$ cat config.mk
export PLATFORM = sky130hd
export DESIGN_NAME = key_event_detect
export DESIGN_NICKNAME = d
export VERILOG_FILES = /design/src/rtl/key_event_detect.sv
export SDC_FILE = /design/constraint.sdc
export NUM_CORES = 1
export LEC_CHECK = 0
export CAP_MARGIN = 30
export CORE_UTILIZATION = 61
export DETAILED_ROUTE_END_ITERATION = 6
export PLACE_DENSITY_LB_ADDON = 0.25
export SETUP_SLACK_MARGIN = 0.4
export SYNTH_ARGS = -nofsm -noshare
export SYNTH_HDL_FRONTEND = slang
export SYNTH_SLANG_ARGS = --single-unit
$ cat constraint.sdc
create_clock -name clk -period 4.7 [get_ports clk]
set_input_delay 0.47 -clock clk [delete_from_list [all_inputs] [get_ports clk]]
set_output_delay 0.47 -clock clk [all_outputs]
set_load 0.02 [all_outputs]
$ cat src/rtl/key_event_detect.sv
// Classifies a debounced active-low key into click, double-click, long-press
// and auto-repeat pulses; one shared interval counter times every state.
module key_event_detect #(
  parameter int unsigned          CNT_W       = 26,
  parameter logic [CNT_W-1:0]     LONG_TIME   = 26'd25_000_000,
  parameter logic [CNT_W-1:0]     DBL_GAP     = 26'd12_500_000,
  parameter logic [CNT_W-1:0]     REPEAT_TIME = 26'd5_000_000
) (
  input  logic clk,
  input  logic rst_n,
  input  logic key_lvl,
  output logic click,
  output logic double_click,
  output logic long_press,
  output logic repeat_pulse,
  output logic long_active,
  output logic busy
);

  localparam logic [CNT_W-1:0] LONG_LAST = LONG_TIME - CNT_W'(1);
  localparam logic [CNT_W-1:0] DBL_LAST  = DBL_GAP - CNT_W'(1);
  localparam logic [CNT_W-1:0] REP_LAST  = REPEAT_TIME - CNT_W'(1);
  localparam logic             REP_EN    = (REPEAT_TIME != '0);

  typedef enum logic [2:0] {
    S_IDLE      = 3'd0,
    S_PRESS1    = 3'd1,
    S_WAIT2     = 3'd2,
    S_PRESS2    = 3'd3,
    S_LONG_HOLD = 3'd4
  } state_e;

  state_e           state_q;
  logic [CNT_W-1:0] cnt_q;
  logic             key_q;
  logic             press_c;

  // Falling edge of the key level starts a new sequence
  assign press_c = key_q & ~key_lvl;

  always_ff @(posedge clk or negedge rst_n) begin
    if (!rst_n) begin
      state_q      <= S_IDLE;
      cnt_q        <= '0;
      key_q        <= 1'b1;
      click        <= 1'b0;
      double_click <= 1'b0;
      long_press   <= 1'b0;
      repeat_pulse <= 1'b0;
      long_active  <= 1'b0;
      busy         <= 1'b0;
    end else begin
      key_q        <= key_lvl;
      click        <= 1'b0;
      double_click <= 1'b0;
      long_press   <= 1'b0;
      repeat_pulse <= 1'b0;
      if (state_q != S_IDLE) begin
        cnt_q <= cnt_q + CNT_W'(1);
      end

      // Release is always tested before the timeout of the same state
      case (state_q)
        S_IDLE: begin
          if (press_c) begin
            state_q <= S_PRESS1;
            cnt_q   <= '0;
            busy    <= 1'b1;
          end
        end
        S_PRESS1: begin
          if (key_lvl) begin
            state_q <= S_WAIT2;
            cnt_q   <= '0;
          end else if (cnt_q == LONG_LAST) begin
            state_q     <= S_LONG_HOLD;
            cnt_q       <= '0;
            long_press  <= 1'b1;
            long_active <= 1'b1;
          end
        end
        S_WAIT2: begin
          if (!key_lvl) begin
            state_q <= S_PRESS2;
            cnt_q   <= '0;
          end else if (cnt_q == DBL_LAST) begin
            state_q <= S_IDLE;
            cnt_q   <= '0;
            click   <= 1'b1;
            busy    <= 1'b0;
          end
        end
        S_PRESS2: begin
          if (key_lvl) begin
            state_q      <= S_IDLE;
            cnt_q        <= '0;
            double_click <= 1'b1;
            busy         <= 1'b0;
          end else if (cnt_q == LONG_LAST) begin
            // First press was a click; the second became a long hold
            state_q     <= S_LONG_HOLD;
            cnt_q       <= '0;
            click       <= 1'b1;
            long_press  <= 1'b1;
            long_active <= 1'b1;
          end
        end
        S_LONG_HOLD: begin
          if (key_lvl) begin
            state_q     <= S_IDLE;
            cnt_q       <= '0;
            long_active <= 1'b0;
            busy        <= 1'b0;
          end else if (REP_EN && (cnt_q == REP_LAST)) begin
            cnt_q        <= '0;
            repeat_pulse <= 1'b1;
          end
        end
        default: begin
          state_q     <= S_IDLE;
          cnt_q       <= '0;
          long_active <= 1'b0;
          busy        <= 1'b0;
        end
      endcase
    end
  end

endmodule

==> results of run 1 <==
## kinds of logic after synthesis
logic type,count (synthesis),share of synthesized area (%)
AOI/OAI and AO/OA,47,16.8
xor gates and xnor gates,2,0.895
adders and majority gates,1,0.639
buffers and inverters,15,3.83
DFF,36,46.1
muxes,1,0.511
and+or+nand+nor,110,31.2
## power groups by stage
stage	Combinational, mW	Sequential, mW	Clock [mW]
detailed placement	0.128	0.357	0
CTS	0.128	0.351	0.219
global route	0.140	0.355	0.228
floorplan	0.0964	0.352	0
global placement	0.122	0.357	0
finish	0.129	0.352	0.215
## worst max-delay path: stages, from the launching register on
cell and delay, ps:
dfrtp_1 450, or4_1 530, or3_1 370, o311ai_2 350, and3_1 620, o21ai_1 130
a21o_1 200
## layout by cell type (no fill, tap or decap), types with 7 or more instances in the layout
cell and instances:
inv_1 7, o31ai_1 13, nand3_1 24, nor2_1 15
nor3_1 10, o21ai_0 7, a21oi_1 10, clkdlybuf4s50_1 8
nand2_1 18, dfrtp_1 35, nand4_1 8
## final cells by class
class | count | area [um2] | area share (%)
Multi-Input combinational cell | 161 | 981 | 46.1
Sequential cell | 36 | 902 | 42.4
Timing Repair Buffer | 9 | 87.6 | 4.12
Tap cell | 44 | 55.1 | 2.59
Clock buffer | 6 | 41.3 | 1.94
Clock inverter | 2 | 35.0 | 1.65
Inverter | 7 | 26.3 | 1.23
## through the flow
| step | area, um2 | utilization [%] | hold WS (ps) |
|---|---|---|---|
| 6_report | 2130 | 69.7 | 510 |
| 5_1_grt | 2130 | 69.7 | 554 |
| 4_1_cts | 2130 | 69.7 | 516 |
| 3_5_place_dp | 2050 | 67.2 | 502 |
| 3_3_place_gp | 2050 | 67.2 | 493 |
| 2_1_floorplan | 1960 | - | 174 |
## worst paths after layout
path	startpoint	endpoint	slack (ps)
setup / recovery	cnt_q[12]	cnt_q[2]	1950
hold / removal	cnt_q[0]	cnt_q[0]	510
setup reg to reg	cnt_q[12]	cnt_q[2]	1950
max in group asynchronous	rst_n	cnt_q[0]	3840
hold reg to reg	cnt_q[0]	cnt_q[0]	510
min in group asynchronous	rst_n	long_active	520
## registers in the layout (all words and copies together), names as in the netlist
name / count
busy: 1
click: 1
cnt_q: 26
double_click: 1
key_q: 1
long_active: 1
long_press: 1
repeat_pulse: 1
state_q: 3
## metal layers
metal	track usage [%]	part of all wire, %
met1	37.6	39
met2	50.6	51
met3	7.47	7.5
met4	14.3	2.3
met5	0	0
==> out/results.ini, run 1 <==
[run_status]
status=finished clean

[detailed_routing]
avgViaCountPerCell=6.60
totalWireLength_um=4580
drc=0
via_count=1748
drtIter0Drc=133
dr.pass1.iters=4
wl_per_cell_um=17.3
antenna_left=0

[power]
p_total_uw=696
p_comb_share_pct=18.5
power_frac_clock_pct=30.9
switching_share_pct=30.8
p_switching_uw=214
leakage_nw=0.835
p_int_uw=482
power_frac_seq_pct=50.5
vdd_ir_drop_max_uv=254
p_per_area_mw_per_mm2=327

[global_routing]
grt_use_total_pct=30.5
overflow=0
grt_pass1_wl_um=7690
grt_pass1_vias=1691
antenna_found_initial=0
grt_start_max_net_pins=37

[timing]
finalSetupTns_ps=0
setup_ws_ps=1950
max_freq_mhz=363
maxSlewHeadroom_pct=46.0
period_share_pct=58.6
rsz0062_at_grt=no
finClkSkew_ps=13.7
worstMarginPinSlew_ps=810
period_needed_ps=2750
slew_viol_final=0
finalHoldViolations=0
setup_viol=0

[floorplan]
die_width_um=58.7
core_area_mm2=0.00305
die_y_um=58.7
dieArea_mm2=0.00344
rows=20
io_pins=9
initial_core_util_pct=64.1

[placed_design]
portBuffers=8
placed_cells=257
place_ws_ps=1950
place_hpwl_um=3250
place_congestion=0.941

[logic_synthesis]
async_reset_ff_share_pct=100
yosysMostFrequentCell=dfrtp_1
ys_seq_elements=36
post_synth.cell_area_avg_um2=9.24
syn-cell-area_mm2=0.00196
synth_seq_area_share_pct=46.1
syn_nets=216
yosys.area.top_type=dfrtp_1
yosysWarnings=0
synth_cell_types=46
synth-edff-count=0
ys_top_cells_by_count=dfrtp_1, nand3_1, nand2_1
synth_top_area_share_pct=44.7
synth.area.top_cells=dfrtp_1, nand3_1, o31ai_1
synthCells=212
synth-main-ff-cell=dfrtp_1

[final_layout]
fill_cells=235
final_cells=265
final_nets=224
areaGrowthSynthToFinish_pct=8.69
final_layout_size_suffix_gt1_share_pct=8.14
antenna_cells=0

[clock_tree]
root_buffer=clkbuf_4
cts_tree=yes
cts_buffer_depth=2
ctsHoldBuffers=0
htreeDepth=2
cts_buffers=5
cts-resized-gates=0
cts_sinks=36
clk_pin_slew_ps=110
insertion_delay_ps=350
post-cts-setup-buffer-count=0

[min_path]
whs_path_depth=1
hold_path.class=reg2reg

[setup_path]
crit_path_end_kind=flip-flop
r2r_cells=6
crit_fanout=16
path_class=reg2reg
worstPathArrival_ps=2990
cp.required_ps=4940
worst_setup_path_start_kind=flip-flop

[run]
drv_cap=0

Note: power is estimated with default switching activity, not from simulation.
==> run 2: changes to the inputs <==
- CORE_UTILIZATION: 61 -> 54
- clock period: 4.7 -> 2.28 ns (I/O delays scaled with it)
==> run 2 against run 1 <==
Against the previous run: final area grew 29%; combinational power increased to 3.5 times the previous value; clock-buffer cell count is 2 higher; critical path depth up 2; sequential power grew 110%; via count is 23% higher; the run now ends with negative setup slack left; final cell count up 20%; setup slack got worse by 2100 ps; core utilization up 10 points.
==> out/results.ini, run 2 (synthesis gave the netlist of run 1 again) <==
[placed_design]
place_congestion=0.900
portBuffers=8
place_hpwl_um=3660
place_ws_ps=-105
placed_cells=295

[floorplan]
initial_core_util_pct=57.3
die_y_um=62.2
die_width_um=62.2
io_pins=9
dieArea_mm2=0.00387
rows=21
core_area_mm2=0.00342

[final_layout]
final_common_cell=buf_4
largest_reg_flops=26
reg_top3=cnt_q (26), state_q (3)
final_cells=317
final_layout_size_suffix_gt1_share_pct=35.8
antenna_cells=0
most-common-layout-cells=buf_4, dfrtp_1, nand2_1, nor2_1, nand3_1
fill_cells=213
final_nets=274
regMostFlops=cnt_q
areaGrowthSynthToFinish_pct=39.8
utilization_pct=80.1

[power]
vdd_ir_drop_max_uv=581
power_frac_seq_pct=47.1
p_total_mw=1.54
p_int_mw=1.04
p_switching_uw=505
leakage_nw=1.15
switching_share_pct=32.8
power_frac_clock_pct=23.4
p_per_area_mw_per_mm2=563
p_comb_share_pct=29.5

[setup_path]
path_class=reg2reg
worstPathArrival_ps=2720
critPathTopFamily=simple AND/OR/NAND/NOR gates
crit_fanout=7
cp.required_ps=2530
crit_buf_inv=2
worst_setup_path_start_kind=flip-flop
slowest_delay_ps=530
cp_slowest_cell=or4_4
worstReg2RegStart=cnt_q[13]
crit_path_end_kind=flip-flop
r2r_slack_ps=-190
rr_endpoint=cnt_q[13]
crit_chain=or4_4 -> or3_4 -> o311ai_4 -> buf_4 -> nand4_4 -> buf_6 -> o211ai_1 -> o41ai_2
r2r_cells=8

[clock_tree]
cts_sinks=36
insertion_delay_ps=360
clk_pin_slew_ps=100
cts_buffer_depth=2
cts_tree=yes
root_buffer=clkbuf_4
htreeDepth=2
ctsHoldBuffers=0
cts_buffers=5

[detailed_routing]
via_count=2148
wl_per_cell_um=19.8
dr.pass1.iters=5
drtIter0Drc=200
antenna_left=0
totalWireLength_um=6270
drc=0
avgViaCountPerCell=6.78

[timing]
finClkSkew_ps=8.37
finalHoldViolations=0
slew_viol_final=0
setup_viol=25
setup_ws_ps=-190
period_needed_ps=2470
maxSlewHeadroom_pct=59.3
period_share_pct=108
worstMarginPinSlew_ps=606
max_freq_mhz=405
rsz0062_at_grt=yes

[min_path]
hold_path.class=in2async

[run]
drv_cap=0

[run_status]
violations=negative setup slack
status=complete, but fails checks

[global_routing]
grt_pass1_wl_um=9300
grt_start_max_net_pins=37
antenna_found_initial=0
grt_pass1_vias=1905
overflow=0
grt_use_total_pct=31.8

-- run 2: cell count changes in the layout (fill, tap and decap cells not counted), sizes merged --
cell    delta
clkbuf     +2
clkinv     -1
bufinv     -1
nand3      +1
buf       +49
-- run 2: worst max-delay path by stage --
stage	startpoint	end	slack, ps	cells past startpoint
after detailed placement	cnt_q[12]	cnt_q[22]	-110	6
after global routing	cnt_q[13]	cnt_q[13]	-250	8
after global placement	cnt_q[12]	cnt_q[2]	0.9	7
final	cnt_q[13]	cnt_q[13]	-190	8
after CTS	cnt_q[14]	cnt_q[13]	-90	8
after floorplan	cnt_q[14]	cnt_q[2]	70	7
-- run 2: per-layer routing --
metal / share of wire [%] / GRT usage [%] / wire (um) / vias up
met3: 9.0 / 9.01 / 563 / 33
met1: 37 / 39.5 / 2350 / 1053
met5: 0 / 0 / 0 / -
met4: 4.6 / 14.8 / 290 / 0
met2: 49 / 51.1 / 3070 / 143
li1: - / - / - / 919
-- run 2: power groups by stage --
stage	logic, mW	clock network (mW)	registers (mW)
after floorplan	0.209	0	0.725
after global placement	0.333	0	0.731
after detailed placement	0.339	0	0.733
after CTS	0.375	0.370	0.721
after global routing	0.482	0.389	0.732
final	0.454	0.361	0.726
-- run 2: through the flow --
step	hold slack, ps	cell area, um2	setup TNS, ps
final	270	2740	-3290
after global routing	308	2740	-4450
after CTS	276	2560	-548
after detailed placement	525	2360	-701
after global placement	523	2360	0
after floorplan	-67.6	2000	0
-- run 2: area by class of cell --
type	instances	area, um2	area share (%)
flip-flops and latches	36	902	33.0
well taps	46	57.6	2.10
repair buffers	58	497	18.1
clock buffers	8	58.8	2.15
inverters	7	26.3	0.960
multi-input cells	162	1200	43.7
-- run 2: timing repair --
action / in CTS / in global routing
gates resized for setup: 17 / 28
pin swaps: 12 / 21
setup buffers: 5 / 8
endpoints found under the setup margin: 32 / 34
cloned: 1 / 0
-- run 2: worst register-to-register path: stages (launching register included) --
cell	delay (ps)
dfrtp_1	390
or4_4	530
or3_4	400
o311ai_4	400
buf_4	190
nand4_4	80
buf_6	160
o211ai_1	100
o41ai_2	110
==> run 3: changes to the inputs <==
- REMOVE_ABC_BUFFERS: unset -> 1
==> run 3 against run 2 <==
Against the previous run: the flow still finishes with violations (negative setup slack); clock power up 29%; sequential power is essentially flat; wire length grew 1.5%; hold slack worse by 8.8 ps; setup slack gained 35 ps; register-to-register slack improved by 40 ps; core utilization fell by 2.7 points; fmax up 1.5%; critical endpoint is now cnt_q[22]; largest cell class unchanged; highest routed layer unchanged.
==> out/results.ini, run 3 (synthesis gave the netlist of run 1 again) <==
[timing]
setup_viol=26
slew_viol_final=0
worstMarginPinSlew_ps=555
finalHoldViolations=0
finalSetupTns_ps=-2010
finClkSkew_ps=17.5
period_share_pct=107
rsz0062_at_grt=yes
setup_ws_ps=-155
period_needed_ps=2430
max_freq_mhz=411
maxSlewHeadroom_pct=62.7

[floorplan]
initial_core_util_pct=57.3
die_y_um=62.2
rows=21
dieArea_mm2=0.00387
die_width_um=62.2
io_pins=9
core_area_mm2=0.00342

[clock_tree]
root_buffer=clkbuf_4
cts_buffer_depth=2
ctsHoldBuffers=0
clk_pin_slew_ps=130
insertion_delay_ps=370
cts_buffers=5
cts_sinks=36
htreeDepth=2
cts_tree=yes

[setup_path]
r2r_cells=7
crit_chain=or4b_4 -> or4_4 -> o31ai_4 -> nand3_4 -> buf_4 -> nand3_1 -> o22ai_1
cp.required_ps=2510
path_class=reg2reg
worstPathArrival_ps=2660
worst_setup_path_start_kind=flip-flop
slowest_delay_ps=530
crit_path_end_kind=flip-flop
cp_slowest_cell=or4b_4
crit_fanout=8

[placed_design]
place_hpwl_um=3800
place_ws_ps=-150
place_congestion=0.952
portBuffers=8

[global_routing]
use_met1_pct=42.3
grt_pass1_wl_um=9450
antenna_found_initial=0
grt_start_max_net_pins=37
grt-busiest-layer=met2
overflow=0
grt_use_total_pct=32.4
gr-usage-met3_pct=6.99
grt_util_met2_pct=50.1
grt_pass1_vias=1933

[detailed_routing]
via_count=2074
antenna_left=0
avgViaCountPerCell=6.69
dr.pass1.iters=5
drc=0
wl_per_cell_um=20.5
drtIter0Drc=269
totalWireLength_um=6360

[final_layout]
areaGrowthSynthToFinish_pct=35.1
utilization_pct=77.5
largest_reg_flops=26
most-common-layout-cells=buf_4, dfrtp_1, nand3_1, nand2_1, nor2_1
antenna_cells=0
reg_top3=cnt_q (26), state_q (3)
regMostFlops=cnt_q
final_nets=267
final_layout_size_suffix_gt1_share_pct=34.1
fill_cells=213
final_common_cell=buf_4

[power]
p_per_area_mw_per_mm2=611
vdd_ir_drop_max_uv=592
p_total_mw=1.62
leakage_nw=1.10

[min_path]
hold_path.class=in2async

[run]
drv_cap=0

[run_status]
violations=negative setup slack
status=complete, but fails checks

## run 3: repair_timing
item / CTS / global route
gates cloned: 0 / 1
setup endpoints to repair: 32 / 34
setup buffers: 2 / 7
pin swaps: 7 / 11
resized for setup: 22 / 24
## run 3: worst paths after layout
| check | from | to | slack (ps) |
|---|---|---|---|
| worst min-delay path | rst_n | state_q[2] | 260 |
| worst max-delay path | cnt_q[5] | cnt_q[22] | -150 |
| min in group clk | key_lvl | key_q | 540 |
| worst max register to register | cnt_q[5] | cnt_q[22] | -150 |
| worst min register to register | cnt_q[1] | cnt_q[1] | 560 |
| max in group asynchronous | rst_n | key_q | 1650 |
## run 3: cell type report
type                            instances  area [um2]  area share, %
Multi-Input combinational cell        161        1150           43.4
Sequential cell                        36         902           34.1
Timing Repair Buffer                   52         433           16.4
Tap cell                               46        57.6           2.17
Clock inverter                          3        42.5           1.61
Clock buffer                            5        37.5           1.42
Inverter                                7        26.3          0.993
## run 3: layer usage
metal | share of wire (%) | routed length, um
met5 | 0 | 0
met4 | 5.8 | 369
met3 | 9.4 | 600
met2 | 45 | 2890
met1 | 39 | 2500
## run 3: worst max-delay path, delay by kind of cell, from the launching register on
family / cells / cell delay, ps
flip-flops: 1 / 420
buffers and inverters: 1 / 190
AND/OR/NAND/NOR: 4 / 1280
AO/OA/AOI/OAI: 2 / 390
## run 3: per-stage QoR
stage / cells / area [um2] / hold slack (ps)
after floorplan: 204 / 1910 / -67.6
after global placement: 292 / 2300 / 524
after detailed placement: 292 / 2300 / 534
after CTS: 302 / 2490 / 275
after global routing: 310 / 2650 / 301
final: 310 / 2650 / 261
## run 3: report_power, final
part | total [mW] | internal (mW) | switching [mW]
Clock | 0.466 | 0.228 | 0.238
Combinational | 0.427 | 0.190 | 0.237
Sequential | 0.724 | 0.676 | 0.0478
==> RTL edit, RTL diff (config.mk and constraints of run 1) <==
The 5 states of `state_e` get a one-hot encoding in 5 bits.
--- a/src/rtl/key_event_detect.sv
+++ b/src/rtl/key_event_detect.sv
@@ -22,12 +22,12 @@
   localparam logic [CNT_W-1:0] REP_LAST  = REPEAT_TIME - CNT_W'(1);
   localparam logic             REP_EN    = (REPEAT_TIME != '0);
 
-  typedef enum logic [2:0] {
-    S_IDLE      = 3'd0,
-    S_PRESS1    = 3'd1,
-    S_WAIT2     = 3'd2,
-    S_PRESS2    = 3'd3,
-    S_LONG_HOLD = 3'd4
+  typedef enum logic [4:0] {
+    S_IDLE      = 5'b00001,
+    S_PRESS1    = 5'b00010,
+    S_WAIT2     = 5'b00100,
+    S_PRESS2    = 5'b01000,
+    S_LONG_HOLD = 5'b10000
   } state_e;
 
   state_e           state_q;
Formal check against the unedited RTL: no difference found for any inputs over 10 cycles, from zero or initial values and one cycle with rst_n low; not proved beyond that.
==> RTL edit against run 1 <==
  * Sequential cell count up 2
  * Combinational power up 53%
  * Worst hold slack worse by 0.32 ns
  * Count of clock-buffer cells in the layout up 2
  * Wire length up 6.5%
  * Area after synthesis up 9.6%
  * Sequential power up 6.2%
  * Cell area up 8.6%
  * Total power up 12%
  * Worst setup slack worse by 0.047 ns
  * Critical path type unchanged
  * Largest power group unchanged
  * Highest routed layer unchanged
==> RTL edit: results (changes against run 1) <==
Status
  – Status: complete, no violations

Synthesis
  – Ys Warns: 0 (unchanged)
  – Sequential-to-total area share from yosys stat: 44.4% (-1.7 points)
  – Synth cell types: 52 (+13%)
  – Async SR Flop Fraction: 100% (unchanged)
  – Syn Nets: 243 (+13%)
  – Synth area leaders: dfrtp_1 (42%), nand3_1 (5.1%), nor2_1 (4.7%), nand2_1 (4.5%), o21ai_0 (3.5%)
  – Synth top cells by count: dfrtp_1 (36), nor2_1 (27), nand2_1 (26)

Final layout
  – Share of post-route cells with drive strength above 1: 8.57% (+0.43 points)
  – Regs by FF count: cnt_q: 26 flops, state_q: 5 flops
  – Fillers: 285 (+21%)
  – Ant. Diodes: 0 (unchanged)
  – Nets@finish: 248 (+11%)

Timing
  – Pin slew with the least headroom to its limit: 0.820 ns (+0.0100 ns)
  – Worst Skew: 0.00778 ns (-0.00588 ns)

Pwr
  – Leak pwr: 0.922 nW (+10%)
  – Max VDD drop: 0.245 mV (-3.5%)
  – Sw power: 0.272 mW (+27%)

Placed design
  – Port bufs: 8 (unchanged)
  – Gp weighted congestion: 0.914 (-2.9%)
  – Post-DP HPWL: 3420 um (+5.3%)

GRT
  – Global-route wire length before repair: 8040 um (+4.5%)
  – Largest net degree at the start of global routing: 39 (+5.4%)
  – Gr usage total: 30.4% (-0.076 points)
  – Vias in the first global route: 1678 (-0.77%)

Routing
  – 1st-pass router iterations: 4 (unchanged)
  – Drt total wl: 4880 um (+6.5%)
  – Total number of vias: 1901 (+8.8%)
  – DR DRC count: 0 (unchanged)
  – DRT antenna net count: 0 (unchanged)
  – 1st-iter DRT viols: 142 (+6.8%)

Worst setup path
  – Critical Path AT: 3.03 ns (+0.04 ns)
  – Crit-path max FO: 10 (-6)

Hold path
  – Hold crit path type: in2async

CTS
  – Cts repair resizes: 0 (unchanged)
  – Root buf cell: clkbuf_4
==> RTL edit: metal layers <==
| metal | global-route usage, % | wire length [um] | vias to the layer above |
|---|---|---|---|
| met5 | 0 | 0 | - |
| met4 | 15.3 | 86 | 0 |
| met3 | 7.14 | 333 | 9 |
| met2 | 43.0 | 2170 | 75 |
| met1 | 43.5 | 2290 | 901 |
| li1 | - | - | 916 |
==> RTL edit: cell families (layout without fill, tap and decap cells) <==
logic type / count (synthesis) / count (layout) / share of synthesized area [%]
xor+xnor: 6 / 6 / 2.45
fa+ha+maj: 1 / 1 / 0.583
simple gates: 133 / 133 / 34.0
mux: 3 / 3 / 1.40
compound gates: 46 / 46 / 14.6
buf+inv: 12 / 18 / 2.56
flops: 38 / 38 / 44.4
==> RTL edit: final cells by class <==
class | count | area share [%]
multi-input cells | 189 | 49.3
flip-flops and latches | 38 | 41.3
clock buffers | 8 | 3.41
repair buffers | 8 | 3.25
well taps | 46 | 2.49
inverters | 2 | 0.325
==> RTL edit: worst paths after layout <==
kind	slack (ns)	start	end	cells past startpoint
setup / recovery	1.90	cnt_q[10]	cnt_q[11]	6
max in group asynchronous	3.98	rst_n	cnt_q[7]	1
setup reg to reg	1.90	cnt_q[10]	cnt_q[11]	6
hold reg to reg	0.52	cnt_q[6]	cnt_q[6]	1
min in group clk	0.52	cnt_q[6]	cnt_q[6]	1
hold / removal	0.19	rst_n	state_q[4]	1
==> RTL edit: critical path: stages, from the launching register on <==
cell      delay [ns]
dfrtp_1         0.47
nor4bb_1        0.50
nand4_1         0.23
a22oi_1         0.35
nand3_1         0.45
nor2_2          0.52
o22ai_1         0.16
==> RTL edit: stage by stage <==
step / cell area (um2) / instances / utilization, % / hold slack (ns) / setup WS, ns
3_3_place_gp: 2230 / 283 / 66.4 / 0.496 / 1.69
5_1_grt: 2310 / 291 / 68.7 / 0.250 / 1.74
6_report: 2310 / 291 / 68.7 / 0.192 / 1.90
4_1_cts: 2310 / 291 / 68.7 / 0.223 / 1.96
3_5_place_dp: 2230 / 283 / 66.4 / 0.503 / 1.65
2_1_floorplan: 2150 / 239 / - / 0.174 / 2.27
==> RTL edit: power by group through the flow <==
stage	sequential, mW	combinational (mW)	clock (mW)
floorplan	0.366	0.151	0
global placement	0.377	0.195	0
detailed placement	0.378	0.195	0
CTS	0.372	0.196	0.214
global route	0.377	0.221	0.229
finish	0.374	0.198	0.209
